<file path="src/rtl/debounce_pkg.sv">
// ============================================================================
// debounce_pkg : shared state encoding and defaults for the debounce block
// Revision     : 1.0
// ============================================================================
`default_nettype none

package debounce_pkg;

  localparam int DEFAULT_STABLE_CYCLES = 8;
  localparam int DEFAULT_CNT_W         = 4;

  localparam logic [1:0] ST_IDLE_LOW  = 2'b00;
  localparam logic [1:0] ST_WAIT_HIGH = 2'b01;
  localparam logic [1:0] ST_HIGH      = 2'b10;
  localparam logic [1:0] ST_WAIT_LOW  = 2'b11;

  typedef enum logic [1:0] {
    IDLE_LOW  = ST_IDLE_LOW,
    WAIT_HIGH = ST_WAIT_HIGH,
    HIGH      = ST_HIGH,
    WAIT_LOW  = ST_WAIT_LOW
  } state_e;

  function automatic logic state_is_wait(input state_e s);
    return (s == WAIT_HIGH) || (s == WAIT_LOW);
  endfunction

  // The accepted level stays high until a release is fully qualified.
  function automatic logic state_level(input state_e s);
    return (s == HIGH) || (s == WAIT_LOW);
  endfunction

endpackage

`default_nettype wire

</file>
<file path="src/rtl/sync_2ff.sv">
// ============================================================================
// sync_2ff : two-flop synchronizer for a single asynchronous level input
// Revision : 1.0
// ============================================================================
`default_nettype none

module sync_2ff (
  input  logic clk,
  input  logic reset,
  input  logic d,
  output logic q
);

  logic s1_q, s1_d;
  logic s2_q, s2_d;

  always_comb begin
    s1_d = d;
    s2_d = s1_q;
  end

  always_ff @(posedge clk or negedge reset) begin
    if (!reset) begin
      s1_q <= 1'b0;
      s2_q <= 1'b0;
    end else begin
      s1_q <= s1_d;
      s2_q <= s2_d;
    end
  end

  assign q = s2_q;

endmodule

`default_nettype wire

</file>
<file path="src/rtl/debounce_pulse.sv">
// ============================================================================
// debounce_pulse : synchronize and debounce a button, emit one-cycle edge pulses
// Revision       : 1.0
// ============================================================================
`default_nettype none

module debounce_pulse
  import debounce_pkg::*;
#(
  parameter int STABLE_CYCLES = DEFAULT_STABLE_CYCLES,
  parameter int CNT_W         = DEFAULT_CNT_W
) (
  input  logic clk,
  input  logic reset,
  input  logic btn_in,
  output logic level_out,
  output logic rise_pulse,
  output logic fall_pulse,
  output logic busy
);

  localparam logic [CNT_W-1:0] CNT_LAST = CNT_W'(STABLE_CYCLES - 1);
  localparam logic [CNT_W-1:0] CNT_ONE  = CNT_W'(1);

  logic btn_s;

  sync_2ff u_sync (
    .clk   (clk),
    .reset (reset),
    .d     (btn_in),
    .q     (btn_s)
  );

  state_e           state_q, state_d;
  logic [CNT_W-1:0] cnt_q, cnt_d;
  logic             rise_q, rise_d;
  logic             fall_q, fall_d;
  logic             level_q, level_d;
  logic             busy_q, busy_d;

  always_comb begin
    state_d = state_q;
    cnt_d   = cnt_q;
    rise_d  = 1'b0;
    fall_d  = 1'b0;

    case (state_q)
      IDLE_LOW: begin
        if (btn_s) begin
          state_d = WAIT_HIGH;
          cnt_d   = '0;
        end
      end
      WAIT_HIGH: begin
        if (!btn_s) begin
          state_d = IDLE_LOW;
          cnt_d   = '0;
        end else if (cnt_q >= CNT_LAST) begin
          // >= rather than == so an out-of-range count still terminates
          state_d = HIGH;
          cnt_d   = '0;
          rise_d  = 1'b1;
        end else begin
          cnt_d = cnt_q + CNT_ONE;
        end
      end
      HIGH: begin
        if (!btn_s) begin
          state_d = WAIT_LOW;
          cnt_d   = '0;
        end
      end
      WAIT_LOW: begin
        if (btn_s) begin
          state_d = HIGH;
          cnt_d   = '0;
        end else if (cnt_q >= CNT_LAST) begin
          state_d = IDLE_LOW;
          cnt_d   = '0;
          fall_d  = 1'b1;
        end else begin
          cnt_d = cnt_q + CNT_ONE;
        end
      end
      default: begin
        state_d = IDLE_LOW;
        cnt_d   = '0;
      end
    endcase

    level_d = state_level(state_d);
    busy_d  = state_is_wait(state_d);
  end

  always_ff @(posedge clk or negedge reset) begin
    if (!reset) begin
      state_q <= IDLE_LOW;
      cnt_q   <= '0;
      rise_q  <= 1'b0;
      fall_q  <= 1'b0;
      level_q <= 1'b0;
      busy_q  <= 1'b0;
    end else begin
      state_q <= state_d;
      cnt_q   <= cnt_d;
      rise_q  <= rise_d;
      fall_q  <= fall_d;
      level_q <= level_d;
      busy_q  <= busy_d;
    end
  end

  assign level_out  = level_q;
  assign rise_pulse = rise_q;
  assign fall_pulse = fall_q;
  assign busy       = busy_q;

endmodule

`default_nettype wire

</file>
<file path="config.mk">
export PLATFORM = sky130hd
export DESIGN_NAME = debounce_pulse
export DESIGN_NICKNAME = d
export VERILOG_FILES = /design/src/rtl/debounce_pkg.sv /design/src/rtl/sync_2ff.sv /design/src/rtl/debounce_pulse.sv
export SDC_FILE = /design/constraint.sdc
export NUM_CORES = 1
export LEC_CHECK = 0
export BUFFER_PORTS_ARGS = -buffer_cell sky130_fd_sc_hd__buf_2
export CAP_MARGIN = 20
export CORE_AREA = 2 2 39 41
export DETAILED_ROUTE_END_ITERATION = 8
export DIE_AREA = 0 0 41 43
export GPL_ROUTABILITY_DRIVEN = 0
export GPL_TIMING_DRIVEN = 0
export HOLD_SLACK_MARGIN = 0.15
export PLACE_DENSITY_LB_ADDON = 0.05
export SYNTH_ARGS = -nofsm -noshare
export SYNTH_HDL_FRONTEND = slang
export SYNTH_SLANG_ARGS = --single-unit
</file>
<file path="constraint.sdc">
create_clock -name clk -period 1.9 [get_ports clk]
set_input_delay 0.19 -clock clk [delete_from_list [all_inputs] [get_ports clk]]
set_output_delay 0.19 -clock clk [all_outputs]
set_load 0.03 [all_outputs]
</file>
# Word-level counts from Yosys, hierarchy flattened
# Index checks and enable logic that the tools add are counted.
[totals] ff_bits=12 latch_bits=0 mem_bits_rw=0 mem_bits_ro=0 input_bits=3 word_cells=40 mem_count=0
[classes] n_addsub=1 multipliers=0 div_mod_pow=0 n_lt_le_gt_ge=1 eq_ne=8 n_shift=0 mux=18 bitwise_logic=0 reduce_logical=4
[op_table] op="$mux W4" count=5
[op_table] op="$pmux W4 S4" count=1
[op_table] op="$mux W2" count=6
[op_table] op="$eq A2 B2 Y1 const B" count=4
[op_table] op="$pmux W2 S4" count=1
[op_table] op="$mux W1" count=5
[op_table] op="$add A4 B1 Y4 const B" count=1
[op_table] op="$eq A2 B1 Y1 const B" count=2
[op_table] op="$ge A4 B3 Y1 const B" count=1
[op_table] op="$logic_not A2 Y1" count=1
[op_table] op="$logic_or A1 B1 Y1" count=2
[op_table] op="$ne A2 B1 Y1 const B" count=1
[op_table] op="$ne A2 B2 Y1 const B" count=1
[op_table] op="$reduce_and A2 Y1" count=1

# Logic depth before layout (Yosys ltp)
[depth] word_depth=6 mapped_depth=4

# Modules after synthesis
# A second synthesis with hierarchy kept.
[unflattened] cells_unflattened=34 hier_area_um2=440.4
[by_module_without_submodules] module="debounce_pulse" instances=1 cells_each=32 area_per_inst_um2=390.4 seq_area_each_um2=225.2
[by_module_without_submodules] module="sync_2ff" instances=1 cells_each=2 area_per_inst_um2=50.0 seq_area_each_um2=50.0

# Worst setup path before layout
# OpenSTA, ideal clock, no wires.
[synth_timing] path_kind="register to register" start="reg cnt_q[0]" end="reg level_q (netlist: level_out)" setup_time_ns=0.125 arrival_time_ns=1.319 required_ns=1.775 setup_slack_ns=0.456 path_stages_with_launch=5 path_buffers=0 cell_sequence="dfrtp_1 ha_1 and2_1 o21ai_1 mux2_2"
[synth_between] elab_chain_cells=6 word_cells_on_any_way=9
[synth_rtl] element="start, declared" line_no="debounce_pulse.sv:35" text="logic [CNT_W-1:0] cnt_q, cnt_d;"
[synth_rtl] element="start signal, assigned" line_no="debounce_pulse.sv:105" text="cnt_q <= cnt_d;"
[synth_rtl] element="$ge A4 B3 Y1 (*)" line_no="debounce_pulse.sv:58, debounce_pulse.sv:77"
[synth_rtl] element="$mux W2, on equally long branches" line_no="debounce_pulse.sv:77, debounce_pulse.sv:58"
[synth_rtl] element="$mux W2, on equally long branches" line_no="debounce_pulse.sv:74, debounce_pulse.sv:55"
[synth_rtl] element="$pmux W2 S4 (*)" line_no="debounce_pulse.sv:47" text="case (state_q)"
[synth_rtl] element="$eq A2 B2 Y1" line_no="debounce_pkg.sv:30" text="return (s == HIGH) || (s == WAIT_LOW);"
[synth_rtl] element="$logic_or A1 B1 Y1 (*)" line_no="debounce_pkg.sv:30"
[synth_rtl] element="net level_d" line_no="debounce_pulse.sv:38" text="logic level_q, level_d;"
[synth_rtl] element="end signal, assigned" line_no="debounce_pulse.sv:108" text="level_q <= level_d;"
[synth_rtl] element="end, declared" line_no="debounce_pulse.sv:38"
# Mark *: on every way through the listed nets, which the timed path passes. The rest lies on a longest branch.
# A chain may end at the register's enable or synchronous reset.

# Final worst setup path
# Same ends and word-level chain as after synthesis.

==> impl_metrics.toml <==
[status]
run_status = "finished, final reports clean"

[power]
p_leak_nw = 0.258
p_total_mw = 0.434
ir_drop_v = 0.000312
power_density_nw_per_um2 = 814

[layout]
fin_nets = 50
diodes = 0
drive_above_1_share_pct = 24.4
syn_to_final_growth_pct = 22.1
final_cell_area_um2 = 533
utilization_pct = 38.5
ff_latch_area_um2 = 275
fin_cells = 61
fill_cells = 127
multi_input_area_um2 = 158

[drt]
avgRoutedWirePerCell_um = 10.7
vias = 275
firstDrtPassIters = 4
routed_via_density = 4.51
antenna_left = 0
drcViolationCount = 0
drt-total-wl_um = 654
first_iter_violations = 4

[setup_path]
end_kind = "register"
critical_path.cell_chain = "ha_1 -> and2_1 -> o21ai_1 -> mux2_2"
crit_required_ns = 2.05
worstSetupPathType = "register to register"
cp.arrival_ns = 1.74
slowest_stage = "dfrtp_1"
crit_fanout = 5
max_stage_delay_ns = 0.41
cp-start-kind = "register"

[synthesis]
synth-main-ff-cell = "dfrtp_1"
synth_xor_area_share_pct = 6.02
synth_adder_area_share_pct = 2.87
synth.avg_cell_area_um2 = 13.2
synthArstFlopShare_pct = 100
synth_common_cells = "dfrtp_1, and2_1"
yosysTopAreaCell = "dfrtp_1"
synth-edff-count = 0
syn_area_um2 = 437
yosysTopAreaCellShare_pct = 63.0
synth_warnings = 0
yosys.area_share.simple_pct = 16.6
syn_nets = 37
yosysMostFrequentCell = "dfrtp_1"
synth_top_family_by_area = "simple AND/OR/NAND/NOR gates"
seq_area_frac_synth_pct = 63.0
synth_seq_cells = 11
synth_compound_area_share_pct = 8.02
synthCells = 33
synth_area_leaders = "dfrtp_1, and2_1, o2bb2ai_1"
muxShareOfSynthArea_pct = 2.58
ys_types = 17

[die]
die_x_um = 41
ioPinCount = 7
rows = 14
dieArea_um2 = 1760
initial_core_util_pct = 31.6
dieHeight_um = 43
core_area_um2 = 1380

[cts]
clkLatencyLatePin_ns = 0.27
root_buffer = "clkbuf_4"
cts.path.max_buffers = 2
cts.sinks = 11
post_cts_resized = 0
cts_buffers = 3
clkSlewWorstSetupHoldPaths_ns = 0.07
cts_setup_buffers = 0
cts_hold_buf = 2
cts_htree_levels = 1
cts_tree = "built"

[place]
dp_hpwl_um = 478
placed_cells = 55
postPlaceCellArea_um2 = 487
portBuffers = 6
preCtsSetupSlack_ns = 0.317

[timing]
setup-tns-final_ns = 0
grt_setup_unrepaired = "no"
fmax_ghz = 0.630
finalSetupViolations = 0
hold-worst-slack_ns = 0.310
max_slew_margin_pct = 77.5
slew_viol_final = 0
finalHoldViolCount = 0
period_share_pct = 83.6
fin_ws_ns = 0.312
worst_slew_pin_slew_ns = 0.336
min_period_ns = 1.59
skew_ns = 0.00475

[global_routing]
gr-total-overflow = 0
grt.met1_usage_pct = 13.0
grt_pass1_vias = 276
met2_usage_pct = 13.4
grt_pass1_wl_um = 1170
grt.total_usage_pct = 10.4
grt_max_degree = 12
use_met3_pct = 3.14
antenna_found_initial = 0
grt_busiest_layer = "met2"

[worst_hold_path]
worstHoldPathType = "input port to async pin"

[job]
cap_violations = 0
-- layer usage --
layer	share of wire, %	vias to the layer above
met2	48	7
met4	0	0
li1	-	138
met5	0	-
met3	4.0	0
met1	48	130
-- kinds of logic after synthesis --
group                      after synthesis
DFF                                     11
buffers and inverters                    1
muxes                                    1
xor gates and xnor gates                 3
adders and majority gates                1
AOI/OAI and AO/OA                        5
and+or+nand+nor                         11
-- state kept, by name, indices dropped and copies added (netlist names) --
signal and count:
level_out 1, rise_pulse 1, u_sync.q 1, busy 1
fall_pulse 1, u_sync.s1_q 1, state_q 1, cnt_q 4
-- layout by cell type (no fill, tap or decap) --
cell,instances
dfrtp_1,11
buf_2,6
and2_1,3
clkbuf_4,3
o21ai_1,2
nor3b_1,2
xnor2_1,2
o2bb2ai_1,2
dlygate4sd3_1,2
mux2_2,1
xor2_1,1
nor2_1,1
nand2b_1,1
or3_4,1
inv_1,1
nand3_1,1
nand3b_1,1
nor3_1,1
a21o_1,1
ha_1,1
clkbuf_1,1
-- worst max-delay path, delay by kind of cell, from the launching register on --
family / cells / cell delay (ns)
flops: 1 / 0.41
fa+ha+maj: 1 / 0.23
mux: 1 / 0.38
simple gates: 1 / 0.16
compound gates: 1 / 0.29
-- worst paths after layout --
path / start / cells after the start / slack (ns) / endpoint
max: cnt_q[0] / 4 / 0.31 / level_out
min: reset / 2 / 0.31 / cnt_q[1]
max reg2reg: cnt_q[0] / 4 / 0.31 / level_out
min reg2reg: u_sync.s1_q / 0 / 0.35 / u_sync.q
max in group asynchronous: reset / 2 / 1.39 / level_out
min in group clk: u_sync.s1_q / 0 / 0.35 / u_sync.q
-- power breakdown --
group | leakage [nW] | internal [mW] | switching (mW)
Sequential | 0.143 | 0.242 | 0.00702
Clock | 0.0150 | 0.0813 | 0.0740
Combinational | 0.100 | 0.0138 | 0.0158
-- area by class of cell --
type / instances / area share [%]
tap: 16 / 3.76
clock buffer: 4 / 4.93
sequential: 11 / 51.6
inverter: 1 / 0.704
multi-input combinational: 21 / 29.6
timing repair buffer: 8 / 9.39
Note: power is estimated with default switching activity, not from simulation.
